File: src/rtl/tetris_pkg.sv
// Shared grid geometry and the line-clear sequencer state encoding.
package tetris_pkg;
  localparam int ROWS       = 20;
  localparam int ROW_WIDTH  = 10;
  localparam int ADDR_WIDTH = 8;

  typedef enum logic [2:0] {
    ST_IDLE,
    ST_READ,
    ST_EVAL,
    ST_FILL,
    ST_DONE
  } state_e;
endpackage

File: src/rtl/grid_port_mux.sv
// Hands the grid memory ports to the game logic when idle, to the line-clear
// controller while busy; ext requests made while busy are simply dropped.
module grid_port_mux #(
  parameter int ROW_WIDTH  = tetris_pkg::ROW_WIDTH,
  parameter int ADDR_WIDTH = tetris_pkg::ADDR_WIDTH
) (
  input  logic                  busy,
  input  logic                  ext_we,
  input  logic [ADDR_WIDTH-1:0] ext_addr_a,
  input  logic [ROW_WIDTH-1:0]  ext_data_a,
  input  logic [ADDR_WIDTH-1:0] ext_addr_b,
  input  logic                  ctl_we,
  input  logic [ADDR_WIDTH-1:0] ctl_addr_a,
  input  logic [ROW_WIDTH-1:0]  ctl_data_a,
  input  logic [ADDR_WIDTH-1:0] ctl_addr_b,
  output logic                  mem_we_a,
  output logic [ADDR_WIDTH-1:0] mem_addr_a,
  output logic [ROW_WIDTH-1:0]  mem_data_a,
  output logic [ADDR_WIDTH-1:0] mem_addr_b
);
  always_comb begin
    if (busy) begin
      mem_we_a   = ctl_we;
      mem_addr_a = ctl_addr_a;
      mem_data_a = ctl_data_a;
      mem_addr_b = ctl_addr_b;
    end else begin
      mem_we_a   = ext_we;
      mem_addr_a = ext_addr_a;
      mem_data_a = ext_data_a;
      mem_addr_b = ext_addr_b;
    end
  end
endmodule

File: src/rtl/grid_line_clear.sv
// Line-clear sequencer: scans the grid bottom-up, drops full rows, compacts
// the remaining rows downward and zero-fills the vacated top rows.
module grid_line_clear #(
  parameter int ROW_WIDTH  = tetris_pkg::ROW_WIDTH,
  parameter int ROWS       = tetris_pkg::ROWS,
  parameter int ADDR_WIDTH = tetris_pkg::ADDR_WIDTH
) (
  input  logic                       clk,
  input  logic                       rst_n,
  input  logic                       start,
  output logic                       busy,
  output logic                       done,
  output logic [$clog2(ROWS+1)-1:0]  lines_cleared,
  input  logic                       ext_we,
  input  logic [ADDR_WIDTH-1:0]      ext_addr_a,
  input  logic [ROW_WIDTH-1:0]       ext_data_a,
  input  logic [ADDR_WIDTH-1:0]      ext_addr_b,
  output logic                       ext_stall,
  output logic                       mem_we_a,
  output logic [ADDR_WIDTH-1:0]      mem_addr_a,
  output logic [ROW_WIDTH-1:0]       mem_data_a,
  output logic [ADDR_WIDTH-1:0]      mem_addr_b,
  input  logic [ROW_WIDTH-1:0]       mem_q_b
);
  import tetris_pkg::*;

  localparam int LC_W  = $clog2(ROWS+1);
  localparam int PTR_W = ADDR_WIDTH + 1;
  localparam logic signed [PTR_W-1:0] PTR_LAST = PTR_W'(ROWS-1);
  localparam logic signed [PTR_W-1:0] PTR_ONE  = PTR_W'(1);
  localparam logic signed [PTR_W-1:0] PTR_ZERO = '0;

  state_e                   state_q, state_d;
  logic signed [PTR_W-1:0]  rd_q, rd_d;
  logic signed [PTR_W-1:0]  wr_q, wr_d;
  logic [LC_W-1:0]          lc_q, lc_d;

  logic                     ctl_we;
  logic [ADDR_WIDTH-1:0]    ctl_addr_a;
  logic [ROW_WIDTH-1:0]     ctl_data_a;
  logic [ADDR_WIDTH-1:0]    ctl_addr_b;

  always_ff @(posedge clk or negedge rst_n) begin
    if (!rst_n) begin
      state_q <= ST_IDLE;
      rd_q    <= '0;
      wr_q    <= '0;
      lc_q    <= '0;
    end else begin
      state_q <= state_d;
      rd_q    <= rd_d;
      wr_q    <= wr_d;
      lc_q    <= lc_d;
    end
  end

  always_comb begin
    state_d    = state_q;
    rd_d       = rd_q;
    wr_d       = wr_q;
    lc_d       = lc_q;
    ctl_we     = 1'b0;
    ctl_addr_a = wr_q[ADDR_WIDTH-1:0];
    ctl_data_a = mem_q_b;
    ctl_addr_b = rd_q[ADDR_WIDTH-1:0];

    unique case (state_q)
      ST_IDLE: begin
        if (start) begin
          rd_d    = PTR_LAST;
          wr_d    = PTR_LAST;
          lc_d    = '0;
          state_d = ST_READ;
        end
      end
      ST_READ: state_d = ST_EVAL;
      ST_EVAL: begin
        // A surviving row is copied only if it actually moves; wr never
        // drops below rd, so the target row has already been read.
        if (&mem_q_b) begin
          lc_d = lc_q + LC_W'(1);
        end else begin
          ctl_we = (wr_q != rd_q);
          wr_d   = wr_q - PTR_ONE;
        end
        rd_d = rd_q - PTR_ONE;
        if (rd_q == PTR_ZERO) begin
          if (!wr_d[PTR_W-1] && (lc_d != '0)) state_d = ST_FILL;
          else                                state_d = ST_DONE;
        end else begin
          state_d = ST_READ;
        end
      end
      ST_FILL: begin
        ctl_we     = 1'b1;
        ctl_data_a = '0;
        wr_d       = wr_q - PTR_ONE;
        if (wr_q == PTR_ZERO) state_d = ST_DONE;
      end
      ST_DONE: state_d = ST_IDLE;
      default: state_d = ST_IDLE;
    endcase
  end

  assign busy          = (state_q != ST_IDLE);
  assign done          = (state_q == ST_DONE);
  assign ext_stall     = busy;
  assign lines_cleared = lc_q;

  grid_port_mux #(
    .ROW_WIDTH (ROW_WIDTH),
    .ADDR_WIDTH(ADDR_WIDTH)
  ) u_port_mux (
    .busy      (busy),
    .ext_we    (ext_we),
    .ext_addr_a(ext_addr_a),
    .ext_data_a(ext_data_a),
    .ext_addr_b(ext_addr_b),
    .ctl_we    (ctl_we),
    .ctl_addr_a(ctl_addr_a),
    .ctl_data_a(ctl_data_a),
    .ctl_addr_b(ctl_addr_b),
    .mem_we_a  (mem_we_a),
    .mem_addr_a(mem_addr_a),
    .mem_data_a(mem_data_a),
    .mem_addr_b(mem_addr_b)
  );
endmodule
File: config.mk
export PLATFORM = sky130hd
export DESIGN_NAME = grid_line_clear
export DESIGN_NICKNAME = d
export VERILOG_FILES = /design/src/rtl/tetris_pkg.sv /design/src/rtl/grid_port_mux.sv /design/src/rtl/grid_line_clear.sv
export SDC_FILE = /design/constraint.sdc
export NUM_CORES = 1
export LEC_CHECK = 0
export BUFFER_PORTS_ARGS = -buffer_cell sky130_fd_sc_hd__buf_2
export CELL_PAD_IN_SITES_DETAIL_PLACEMENT = 1
export CELL_PAD_IN_SITES_GLOBAL_PLACEMENT = 1
export CORE_AREA = 10 10 104 106
export CTS_CLUSTER_SIZE = 12
export DETAILED_ROUTE_END_ITERATION = 12
export DIE_AREA = 0 0 114 116
export GPL_TIMING_DRIVEN = 0
export PLACE_DENSITY = 0.53
export SETUP_SLACK_MARGIN = 0.5
export SKIP_LAST_GASP = 1
export SLEW_MARGIN = 0
export SYNTH_ARGS = -nofsm -noshare
export SYNTH_HDL_FRONTEND = slang
export SYNTH_HIERARCHICAL = 1
export SYNTH_SLANG_ARGS = --single-unit
export TNS_END_PERCENT = 100
File: constraint.sdc
create_clock -name clk -period 2.3 [get_ports clk]
set_clock_uncertainty 0.15 [all_clocks]
set_input_delay 0.345 -clock clk [delete_from_list [all_inputs] [get_ports clk]]
set_output_delay 0.345 -clock clk [all_outputs]
set_load 0.01 [all_outputs]
; After elaboration in Yosys (flattened, before gate mapping)
; Cells that the tools add are included.
[op_classes]
n_lt_le_gt_ge = 0
n_reduce_logical = 14
n_mul = 0
div = 0
bitwise_logic = 0
n_addsub = 3
n_eq_ne = 8
muxes = 21
n_shift = 0
[ops]
columns = op, n
row1 = $mux W9, 3
row2 = $pmux W9 S3, 1
row3 = $mux W10, 2
row4 = $logic_not A9 Y1, 2
row5 = $pmux W9 S2, 1
row6 = $sub A9 B2 Y9 const B, 2
row7 = $mux W8, 2
row8 = $mux W5, 3
row9 = $mux W3, 4
row10 = $pmux W3 S4, 1
row11 = $pmux W5 S2, 1
row12 = $reduce_and A10 Y1, 1
row13 = $ne A9 B9 Y1, 1
row14 = $eq A3 B2 Y1 const B, 2
row15 = $ne A2 B2 Y1 const B, 3
row16 = $reduce_and A2 Y1, 3
row17 = $reduce_bool A3 Y1, 2
row18 = $add A5 B1 Y5 const B, 1
row19 = $reduce_bool A5 Y1, 1
row20 = $eq A3 B1 Y1 const B, 1
row21 = $eq A3 B3 Y1 const B, 1
row22 = $logic_not A3 Y1, 1
row23 = $reduce_and A3 Y1, 1
row24 = $mux W1, 2
row25 = 4 further kinds, 4
[totals]
latchBits = 0
romBits = 0
in_bits = 40
ramBits = 0
ff_bits = 26
wordCells = 51
memories = 0
out_inout_bits = 35

; Longest topological paths before layout
; Gate-level depths: netlist of the first run.
[logic_depth]
ltp_word = 8
mapped_depth = 8
depth_no_buf = 7

; Hierarchy
; The synthesis of the first run kept the hierarchy.
[modules_own_cells]
columns = mod, n_inst, cells_each, area_per_inst_um2, seq_area_each_um2
row1 = grid_line_clear, 1, 190, 1716.6, 650.6
row2 = grid_port_mux, 1, 30, 430.4, 0.0

; Worst setup path after synthesis of the first run
; Ideal clock, no wire load.
[synth_path]
kind = reg-to-reg
start = register wr_q[0]
end = register wr_q[6]
stages_incl_launch_ff = 9
period_less_slack_ns = 2.090
required_time_ns = 2.031
n_path_buf = 1
arrival_ns = 1.821
setup_slack_ns = 0.210
setup_ns = 0.119
path_cell_list = dfrtp_1 inv_1 ha_1 or3b_1 clkbuf_1 or4_1 a21oi_1 xnor2_1 nor2_1
[synth_via]
elab_chain_cells = 4
[synth_lines]
columns = item, line
row1 = "start, declared", grid_line_clear.sv:35  ; logic signed [PTR_W-1:0] wr_q, wr_d;
row2 = "start signal, assigned", grid_line_clear.sv:52  ; wr_q <= wr_d;
row3 = $sub A9 B2 Y9 (*), "grid_line_clear.sv:84, grid_line_clear.sv:97"
row4 = $mux W9, grid_line_clear.sv:80  ; if (&mem_q_b) begin
row5 = $mux W9, grid_line_clear.sv:67  ; unique case (state_q)
row6 = $pmux W9 S3 (*), grid_line_clear.sv:67
; Mark *: on every way between the ends. The rest lies on a longest branch, timed or not. The select of a mux whose other input is x is not followed.
; A chain may end at the register's enable or synchronous reset.

; Worst setup path after layout of the first run
[layout_path]
start = register rd_q[4]
end = output port mem_we_a
[layout_via]
elab_chain_cells = 4
[layout_lines]
columns = item, line
row1 = "start, declared", grid_line_clear.sv:34  ; logic signed [PTR_W-1:0] rd_q, rd_d;
row2 = "start signal, assigned", grid_line_clear.sv:51  ; rd_q <= rd_d;
row3 = $ne A9 B9 Y1, grid_line_clear.sv:83  ; ctl_we = (wr_q != rd_q);
row4 = $mux W1, grid_line_clear.sv:80
row5 = $pmux W1 S2, grid_line_clear.sv:67
row6 = via ctl_we, grid_line_clear.sv:38  ; logic ctl_we;
row7 = $mux W1, grid_port_mux.sv:22  ; if (busy) begin
row8 = "end, declared", grid_line_clear.sv:19  ; output logic mem_we_a,
; The timed path passes the listed nets, and every way through them passes these cells.

==> results of run 1 <==
[final timing paths]
| path | end | slack (ns) | cells after the start |
|---|---|---|---|
| max reg2reg | state_q[0] | -0.03 | 8 |
| min | wr_q[0] | 0.39 | 1 |
| min in group asynchronous | wr_q[2] | 0.46 | 2 |
| max | mem_we_a | -0.20 | 7 |
| max in group asynchronous | rd_q[6] | 1.08 | 2 |
| min reg2reg | wr_q[0] | 0.39 | 1 |
[placed cells by master (no fill, tap or decap), types with 5 or more instances in the layout]
cell type / n
inv_1: 5
buf_4: 14
xnor2_1: 11
buf_12: 5
xor2_1: 5
and2_1: 10
buf_2: 45
buf_6: 42
nand4_1: 6
dfrtp_1: 21
mux2_4: 25
o21ai_0: 6
nand2_1: 16
dfrtp_2: 5
nor2_1: 9
[state kept, by name, indices dropped and copies added (netlist names)]
name,cells
state_q,3
rd_q,9
wr_q,9
lines_cleared,5
[logic make-up (layout without fill, tap and decap cells)]
group	count (synthesis)	in the layout
and+or+nand+nor	82	82
AOI/OAI and AO/OA	41	41
muxes	31	31
DFF	26	26
buffers and inverters	20	126
xor gates and xnor gates	16	16
adders and majority gates	4	4
[power by group through the flow]
stage               clock [mW]  sequential, mW  combinational, mW
global placement             0           0.950               1.69
CTS                      0.411           0.933               2.24
detailed placement           0           0.949               1.72
floorplan                    0           0.827               1.26
finish                   0.403           0.941               2.48
global route             0.430           0.975               2.68
[critical path: cells and delay by family (launching register included)]
kind | cells | cell delay, ns
compound gates | 2 | 0.31
xor+xnor | 1 | 0.17
buf+inv | 2 | 0.31
flops | 1 | 0.40
mux | 1 | 0.27
simple gates | 1 | 0.27
[area by class of cell]
class / count / area (µm²) / share of cell area (%)
flip-flops and latches: 26 / 656.9 / 18.60
clock buffers: 3 / 41.29 / 1.169
well taps: 108 / 135.1 / 3.827
inverters: 8 / 30.03 / 0.8505
repair buffers: 102 / 867.1 / 24.56
clock inverters: 1 / 30.03 / 0.8505
multi-input cells: 174 / 1627 / 46.07
plain buffers: 12 / 143.9 / 4.075
[layer usage]
metal / vias up / share of wire (%)
li1: 1017 / -
met5: - / 0
met1: 1056 / 44
met4: 0 / 0.67
met3: 6 / 4.0
met2: 44 / 51
[timing repair]
action / in CTS / in global routing
setup buffers: 14 / 11
hold buffers: 1 / 0
pin swaps: 4 / 9
gates resized for setup: 56 / 43
hold endpoints to repair: 26 / 0
gates cloned: 2 / 0
setup endpoints to repair: 48 / 50
==> flow_summary.ini, run 1 <==
[drt]
first_pass_iters = 4
ant_nets = 0
drtIter0Drc = 92
drc_errors = 0
viasPerCell = 4.892
routedWlPerCell_um = 18.68
drt-total-wl_um = 8106
vias = 2123

[power]
p_seq_share_pct = 24.6
swShare_pct = 40.62
p_leak_nw = 1.644
total_power_mw = 3.823
p_comb_share_pct = 64.9
ir_drop_mv = 0.4190
switching_power_mw = 1.553
clkPwrFrac_pct = 10.5
internal_power_mw = 2.270
power_density_nw_per_um2 = 1083

[job]
drv_cap = 0

[timing]
timing.hold.ws_ns = 0.3908
hold_violations = 0
period_share_pct = 108.9
finalMaxSlewViolations = 0
relSlewSlack_pct = 57.28
setup_slack_ns = -0.2050
timing.fmax_mhz = 399.2
tightest_slew_ns = 0.6407
report.final.setup_viol = 3
fin_crit_ns = 2.505
fin_tns_setup_ns = -0.2377
rsz0062_at_grt = true

[yosys]
synth_fp_nets = 264
synth_area_leaders = dfrtp_1 30%, mux2_4 14%, xnor2_1 4.5%, mux2_2 4.2%, and2_1 3.2%
muxShareOfSynthArea_pct = 19.58
synth_top_family_by_area = simple AND/OR/NAND/NOR gates
synth.distinct_cells = 54
synth-edff-count = 0
post_synth.cell_area_avg_um2 = 9.759
synth.cell_area_um2 = 2147
synth_xor_area_share_pct = 6.527
yosys.area.top_type = dfrtp_1
yosysWarnings = 6
synth.most_common_cell = dfrtp_1
synth-adder-area-share_pct = 2.331
synth_compound_area_share_pct = 13.11
ys_ff_latch = 26
yosys.area.top_type_share_pct = 30.30
ys_seq_area_share_pct = 30.30
synth_ff_type = dfrtp_1
synthArstFlopShare_pct = 100.0
yosys.area_share.simple_pct = 21.85
synth_cells = 220
yosys-top-cells-count = 26 x dfrtp_1, 20 x mux2_4, 17 x nand2_1

[worst_setup_path]
cp_cell_sequence = clkbuf_2 > xor2_1 > nor4_2 > a31oi_1 > o21a_1 > mux2_2 > buf_2
end_kind = output port
crit_type = register to output port
required_ns = 1.80
start_kind = register
arrival_ns = 2.01
startpoint = rd_q[4]
path_max_fanout = 7
slowest_stage = dfrtp_1
r2r-start = wr_q[0]
slowest_delay_ns = 0.40

[grt]
grt_util_met1_pct = 14.58
grt_usage_pct = 11.53
grt_pass1_vias = 2177
busiest_layer = met2
gr-total-overflow = 0
grt_max_degree = 27
met3_usage_pct = 2.067
antenna_found_initial = 0
grt_pass1_wl_um = 12340
use_met2_pct = 20.12

[placed_design]
dp.cells = 402
hpwl_um = 5753
postPlaceCellArea_um2 = 2764
numPortBuffers = 74
pre_cts_ws_ns = -0.3193
place_congestion = 0.7148

[clocking]
cts_buffers = 3
cts-root-buf = clkbuf_8
clockBufferDepth = 2
ctsHtreeMaxLevel = 1
cts_tree = done
clock_sinks = 26
clock_latency_ns = 0.28
path_clk_slew_ns = 0.10

[final_layout]
area_delta_synth_final_pct = 64.45
antenna_cells = 0
drive_above_1_share_pct = 57.36
final_util_pct = 40.69
final_area_um2 = 3531
fin_cells = 434
filler_cell_count = 984
layout.nets = 371

[min_path]
min_path_type = register to register
min_from = wr_q[0]

[die]
die_area_um2 = 13220
die_w_um = 114
start_util_pct = 24.74
die_height_um = 116
io_pins = 75
core_area_um2 = 8678
fp-row-count = 34

[status]
violations = negative setup slack
outcome = finished with violations
(Power assumes the default switching activity.)
==> run 2, diff against run 1 <==
--- a/config.mk
+++ b/config.mk
@@ -6,6 +6,7 @@
 export NUM_CORES = 1
 export LEC_CHECK = 0
 export BUFFER_PORTS_ARGS = -buffer_cell sky130_fd_sc_hd__buf_2
+export CAP_MARGIN = 20
 export CELL_PAD_IN_SITES_DETAIL_PLACEMENT = 1
 export CELL_PAD_IN_SITES_GLOBAL_PLACEMENT = 1
 export CORE_AREA = 10 10 104 106
@@ -14,7 +15,8 @@
 export DIE_AREA = 0 0 114 116
 export GPL_TIMING_DRIVEN = 0
 export PLACE_DENSITY = 0.53
-export SETUP_SLACK_MARGIN = 0.5
+export SETUP_SLACK_MARGIN = 0.4
+export SKIP_CTS_REPAIR_TIMING = 1
 export SKIP_LAST_GASP = 1
 export SLEW_MARGIN = 0
 export SYNTH_ARGS = -nofsm -noshare
==> run 2 against run 1 <==
  * The run still ends with negative setup slack left
  * Flip-flop and latch count stayed put
  * Register-to-register slack worse by 0.16 ns
  * Global-route usage is 0.74 points lower
  * Critical path depth stayed put
  * Clock power is 1% higher
  * Critical path type unchanged
==> flow_summary.ini, run 2 (synthesized netlist as in run 1, its figures left out) <==
[worst_setup_path]
cp_top_family = flip-flops
slowest_delay_ns = 0.50
path_buf_inv = 1
required_ns = 1.80
r2r_slack_ns = -0.19
end_kind = output port
path_max_fanout = 7
r2r_cells = 5
r2r-start = state_q[0]
start_kind = register
arrival_ns = 2.08
slowest_stage = dfrtp_1
reg2reg_to = wr_q[3]
cp_cell_sequence = xnor2_1 > nand4_1 > nor4_2 > a31oi_1 > o21a_1 > mux2_2 > buf_2
crit_type = register to output port

[drt]
drc_errors = 0
routedWlPerCell_um = 17.65
ant_nets = 0
viasPerCell = 4.815
vias = 2061
drt-total-wl_um = 7555
drtIter0Drc = 74
first_pass_iters = 4

[grt]
grt_usage_pct = 10.79
grt_max_degree = 27
gr-total-overflow = 0
antenna_found_initial = 0
grt_pass1_vias = 2145
grt_pass1_wl_um = 11620

[final_layout]
filler_cell_count = 1033
multi_input_area_um2 = 1451
layout.nets = 365
final_common_cell = buf_2
final_area_um2 = 3048
final_cell_mix = 73 x buf_2, 23 x dfrtp_1, 20 x mux2_4, 19 x buf_4, 16 x nand2_1
drive_above_1_share_pct = 51.56
seq_area_um2 = 654.4
area_delta_synth_final_pct = 41.96
antenna_cells = 0

[placed_design]
hpwl_um = 5728
postPlaceCellArea_um2 = 2670
place_congestion = 0.7568
pre_cts_ws_ns = -0.2335
numPortBuffers = 74

[timing]
finalMaxSlewViolations = 0
setup_slack_ns = -0.2786
relSlewSlack_pct = 23.28
period_share_pct = 112.1
hold_violations = 0
tightest_slew_ns = 1.136
rsz0062_at_grt = true
fin_crit_ns = 2.579
fin_tns_setup_ns = -3.101
report.final.setup_viol = 34
timing.fmax_mhz = 387.8

[die]
io_pins = 75
fp-row-count = 34
die_area_um2 = 13220
core_area_um2 = 8678
die_w_um = 114
start_util_pct = 24.74
die_height_um = 116

[min_path]
min_from = start
hold_depth = 3
hold_end = state_q[0]
min_path_type = input port to register

[status]
outcome = finished with violations
violations = negative setup slack

[power]
power_density_nw_per_um2 = 1062
p_leak_nw = 1.452
total_power_mw = 3.237
ir_drop_mv = 0.3773

[clocking]
cts-root-buf = clkbuf_8
clock_latency_ns = 0.29
path_clk_slew_ns = 0.11
ctsHtreeMaxLevel = 1
cts_buffers = 3
cts_tree = done
clockBufferDepth = 2
clock_sinks = 26

[job]
drv_cap = 0
run 2: cell count changes in the layout (fill, tap and decap cells not counted), sizes merged:
cell	before	now
buf	109	103
run 2: worst register-to-register path: stages, from the launching register on:
cell	delay [ns]
dfrtp_2	0.45
buf_6	0.16
o41ai_1	1.02
a2111oi_0	0.32
xnor2_1	0.23
nor2_1	0.06
run 2: metal layers:
metal,track usage [%],wire (µm),up-vias
met5,0,0,-
met4,1.754,41,0
met3,2.222,333,4
met2,18.38,3754,42
met1,13.93,3426,1011
li1,-,-,1004
run 2: final cells by class:
type,instances,share of cell area (%)
multi-input cells,174,47.62
flip-flops and latches,26,21.47
repair buffers,96,18.56
plain buffers,12,4.598
well taps,108,4.434
clock buffers,3,1.355
clock inverters,1,0.9852
inverters,8,0.9852
run 2: stage by stage:
| stage | std cells | hold WS [ns] | util, % |
|---|---|---|---|
| floorplan | 220 | -0.1006 | - |
| global placement | 402 | 0.2669 | 30.77 |
| detailed placement | 402 | 0.2559 | 30.77 |
| CTS | 406 | -0.05755 | 31.59 |
| global route | 428 | 0.4307 | 35.12 |
| finish | 428 | 0.3898 | 35.12 |
run 2: worst max-delay path by stage:
stage	from	end	slack [ns]	cells after the start
after floorplan	wr_q[0]	wr_q[6]	0.25	8
after global placement	mem_q_b[7]	mem_we_a	-0.23	7
after detailed placement	mem_q_b[2]	mem_we_a	-0.23	7
after CTS	wr_q[8]	mem_we_a	-0.33	8
after global routing	wr_q[2]	mem_we_a	-0.42	7
final	wr_q[2]	mem_we_a	-0.28	7
run 2: report_power, final:
group | leakage, nW | internal (mW) | total (mW) | switching, mW
sequential | 0.311 | 0.621 | 0.926 | 0.305
combinational | 1.11 | 1.02 | 1.90 | 0.888
clock | 0.0357 | 0.234 | 0.408 | 0.174
==> run 3, diff against run 2 <==
--- a/config.mk
+++ b/config.mk
@@ -5,6 +5,7 @@
 export SDC_FILE = /design/constraint.sdc
 export NUM_CORES = 1
 export LEC_CHECK = 0
+export ABC_AREA = 1
 export BUFFER_PORTS_ARGS = -buffer_cell sky130_fd_sc_hd__buf_2
 export CAP_MARGIN = 20
 export CELL_PAD_IN_SITES_DETAIL_PLACEMENT = 1
@@ -14,7 +15,7 @@
 export DETAILED_ROUTE_END_ITERATION = 12
 export DIE_AREA = 0 0 114 116
 export GPL_TIMING_DRIVEN = 0
-export PLACE_DENSITY = 0.53
+export PLACE_DENSITY = 0.57
 export SETUP_SLACK_MARGIN = 0.4
 export SKIP_CTS_REPAIR_TIMING = 1
 export SKIP_LAST_GASP = 1
==> run 3 against run 2 <==
  * The run now ends clean
  * Routed wire length up 8.2%
  * Largest cell class unchanged
  * Clock-buffer cell count up 1
  * Non-clock buffer count down 4
  * Critical endpoint is now mem_addr_b[4]
  * Via count up 17%
  * Utilization up 3.0 points
  * Die area unchanged
  * Setup slack better by 0.42 ns
  * Total power up 45%
  * Largest power group unchanged
==> flow_summary.ini, run 3 <==
[status]
outcome = finished, final reports clean

[final_layout]
drive_above_1_share_pct = 45.31
filler_cell_count = 1131
layout.nets = 471
seq_area_um2 = 665.6
final_common_cell = nand2_1
multi_input_area_um2 = 1469
final_cell_mix = 87 x nand2_1, 66 x buf_2, 34 x inv_1, 30 x nand2_2, 25 x nor2_1
final_util_pct = 38.15
antenna_cells = 0
area_delta_synth_final_pct = 53.30

[clocking]
path_clk_slew_ns = 0.10
clock_latency_ns = 0.29
ctsHtreeMaxLevel = 1
clock_sinks = 26
cts_buffers = 3
cts_tree = done
cts-root-buf = clkbuf_8
clockBufferDepth = 2

[worst_setup_path]
start_kind = register
crit_type = register to output port
path_max_fanout = 7
required_ns = 1.80
r2r-start = rd_q[1]
slowest_stage = dfrtp_2
end_kind = output port
cp_cell_sequence = nor3_4 > inv_2 > buf_12 > clkinv_8 > clkbuf_16 > nand2_2 > nand2_1 > buf_2
slowest_delay_ns = 0.46
r2r_cells = 11
arrival_ns = 1.66
r2r_slack_ns = 0.28
reg2reg_to = state_q[0]
startpoint = state_q[1]

[timing]
relSlewSlack_pct = 55.55
timing.fmax_mhz = 463.4
timing.hold.ws_ns = 0.2932
setup_slack_ns = 0.1419
report.final.setup_viol = 0
fin_crit_ns = 2.158
finalMaxSlewViolations = 0
tightest_slew_ns = 0.6668
rsz0062_at_grt = true
period_share_pct = 93.83
hold_violations = 0

[die]
fp-row-count = 34
start_util_pct = 24.88
io_pins = 75
die_height_um = 116
core_area_um2 = 8678
die_area_um2 = 13220
die_w_um = 114

[power]
clkPwrFrac_pct = 6.8
switching_power_mw = 2.248
p_leak_nw = 1.766
power_density_nw_per_um2 = 1414
internal_power_mw = 2.433
p_seq_share_pct = 19.0
ir_drop_mv = 0.5936
total_power_mw = 4.681
p_comb_share_pct = 74.2
swShare_pct = 48.03

[yosys]
synth.most_common_cell = nand2_1
ys_seq_area_share_pct = 30.13
synth_ff_type = dfrtp_1
synth.cell_area_um2 = 2160
post_synth.cell_area_avg_um2 = 6.645
yosys.area.top_type_share_pct = 30.13
synth_cells = 325
ys_ff_latch = 26
synthArstFlopShare_pct = 100.0
yosys-top-cells-count = 118 x nand2_1, 41 x inv_1, 26 x dfrtp_1, 26 x nor2_1, 17 x nand3_1
yosysWarnings = 6
synth_area_leaders = dfrtp_1 30%, nand2_1 21%, inv_1 7.1%, nor2_1 4.5%, nand3_1 3.9%
synth_fp_nets = 369
synth-edff-count = 0
yosys.area.top_type = dfrtp_1
synth.distinct_cells = 39

[drt]
drc_errors = 0
viasPerCell = 4.522
drt-total-wl_um = 8171
routedWlPerCell_um = 15.30
drtIter0Drc = 89
vias = 2415
first_pass_iters = 4
ant_nets = 0

[grt]
grt_max_degree = 27
grt_usage_pct = 10.92
gr-total-overflow = 0
grt_pass1_wl_um = 12050
antenna_found_initial = 0
grt_pass1_vias = 2461

[min_path]
min_path_type = input port to register
hold_depth = 3
min_from = start
hold_end = wr_q[4]

[job]
drv_cap = 0

[placed_design]
place_congestion = 0.7390
numPortBuffers = 74
hpwl_um = 6077
pre_cts_ws_ns = 0.1256
## run 3: through the flow
| stage | TNS, ns | cells | instance area, µm² |
|---|---|---|---|
| after floorplan | 0 | 325 | 2160 |
| after global placement | 0 | 507 | 2665 |
| after detailed placement | 0 | 507 | 2665 |
| after CTS | -2.392 | 511 | 2720 |
| after global routing | 0 | 534 | 3311 |
| final | 0 | 534 | 3311 |
## run 3: power by group through the flow
stage	Clock, mW	Sequential (mW)	Combinational (mW)
floorplan	0	0.788	1.58
global placement	0	0.864	2.31
detailed placement	0	0.866	2.36
CTS	0.322	0.859	2.37
global route	0.354	0.912	3.83
finish	0.320	0.890	3.47
## run 3: worst max path at each step
stage	endpoint	slack [ns]	depth (start not counted)
final	mem_addr_b[4]	0.14	8
after global routing	mem_data_a[5]	0.06	8
after CTS	mem_data_a[3]	-0.21	8
after detailed placement	mem_data_a[3]	0.13	8
after global placement	mem_data_a[0]	0.16	7
after floorplan	mem_addr_b[2]	0.49	7
## run 3: cell families after synthesis
group / after synthesis / synth area share (%)
buffers and inverters: 53 / 11.53
AOI/OAI and AO/OA: 39 / 11.01
muxes: 1 / 0.4635
xor gates and xnor gates: 6 / 2.433
adders and majority gates: 4 / 2.318
DFF: 26 / 30.13
and+or+nand+nor: 196 / 42.12
## run 3: critical path: cells and delay by family (launching register included)
family / cells / cell delay [ns]
simple gates: 3 / 0.30
flops: 1 / 0.46
buf+inv: 5 / 0.59
## run 3: final cells by class
cell class | count | share of cell area (%)
Buffer | 8 | 3.175
Clock buffer | 4 | 1.663
Inverter | 45 | 5.593
Multi-Input combinational cell | 246 | 44.37
Sequential cell | 26 | 20.11
Tap cell | 108 | 4.082
Timing Repair Buffer | 96 | 20.52
Timing Repair inverter | 1 | 0.4913
## run 3: layer usage
layer  wire length (µm)  global-route usage [%]
met4                 54                   2.005
met5                  0                       0
met2               3963                   18.79
met1               3740                   13.73
met3                412                   2.481
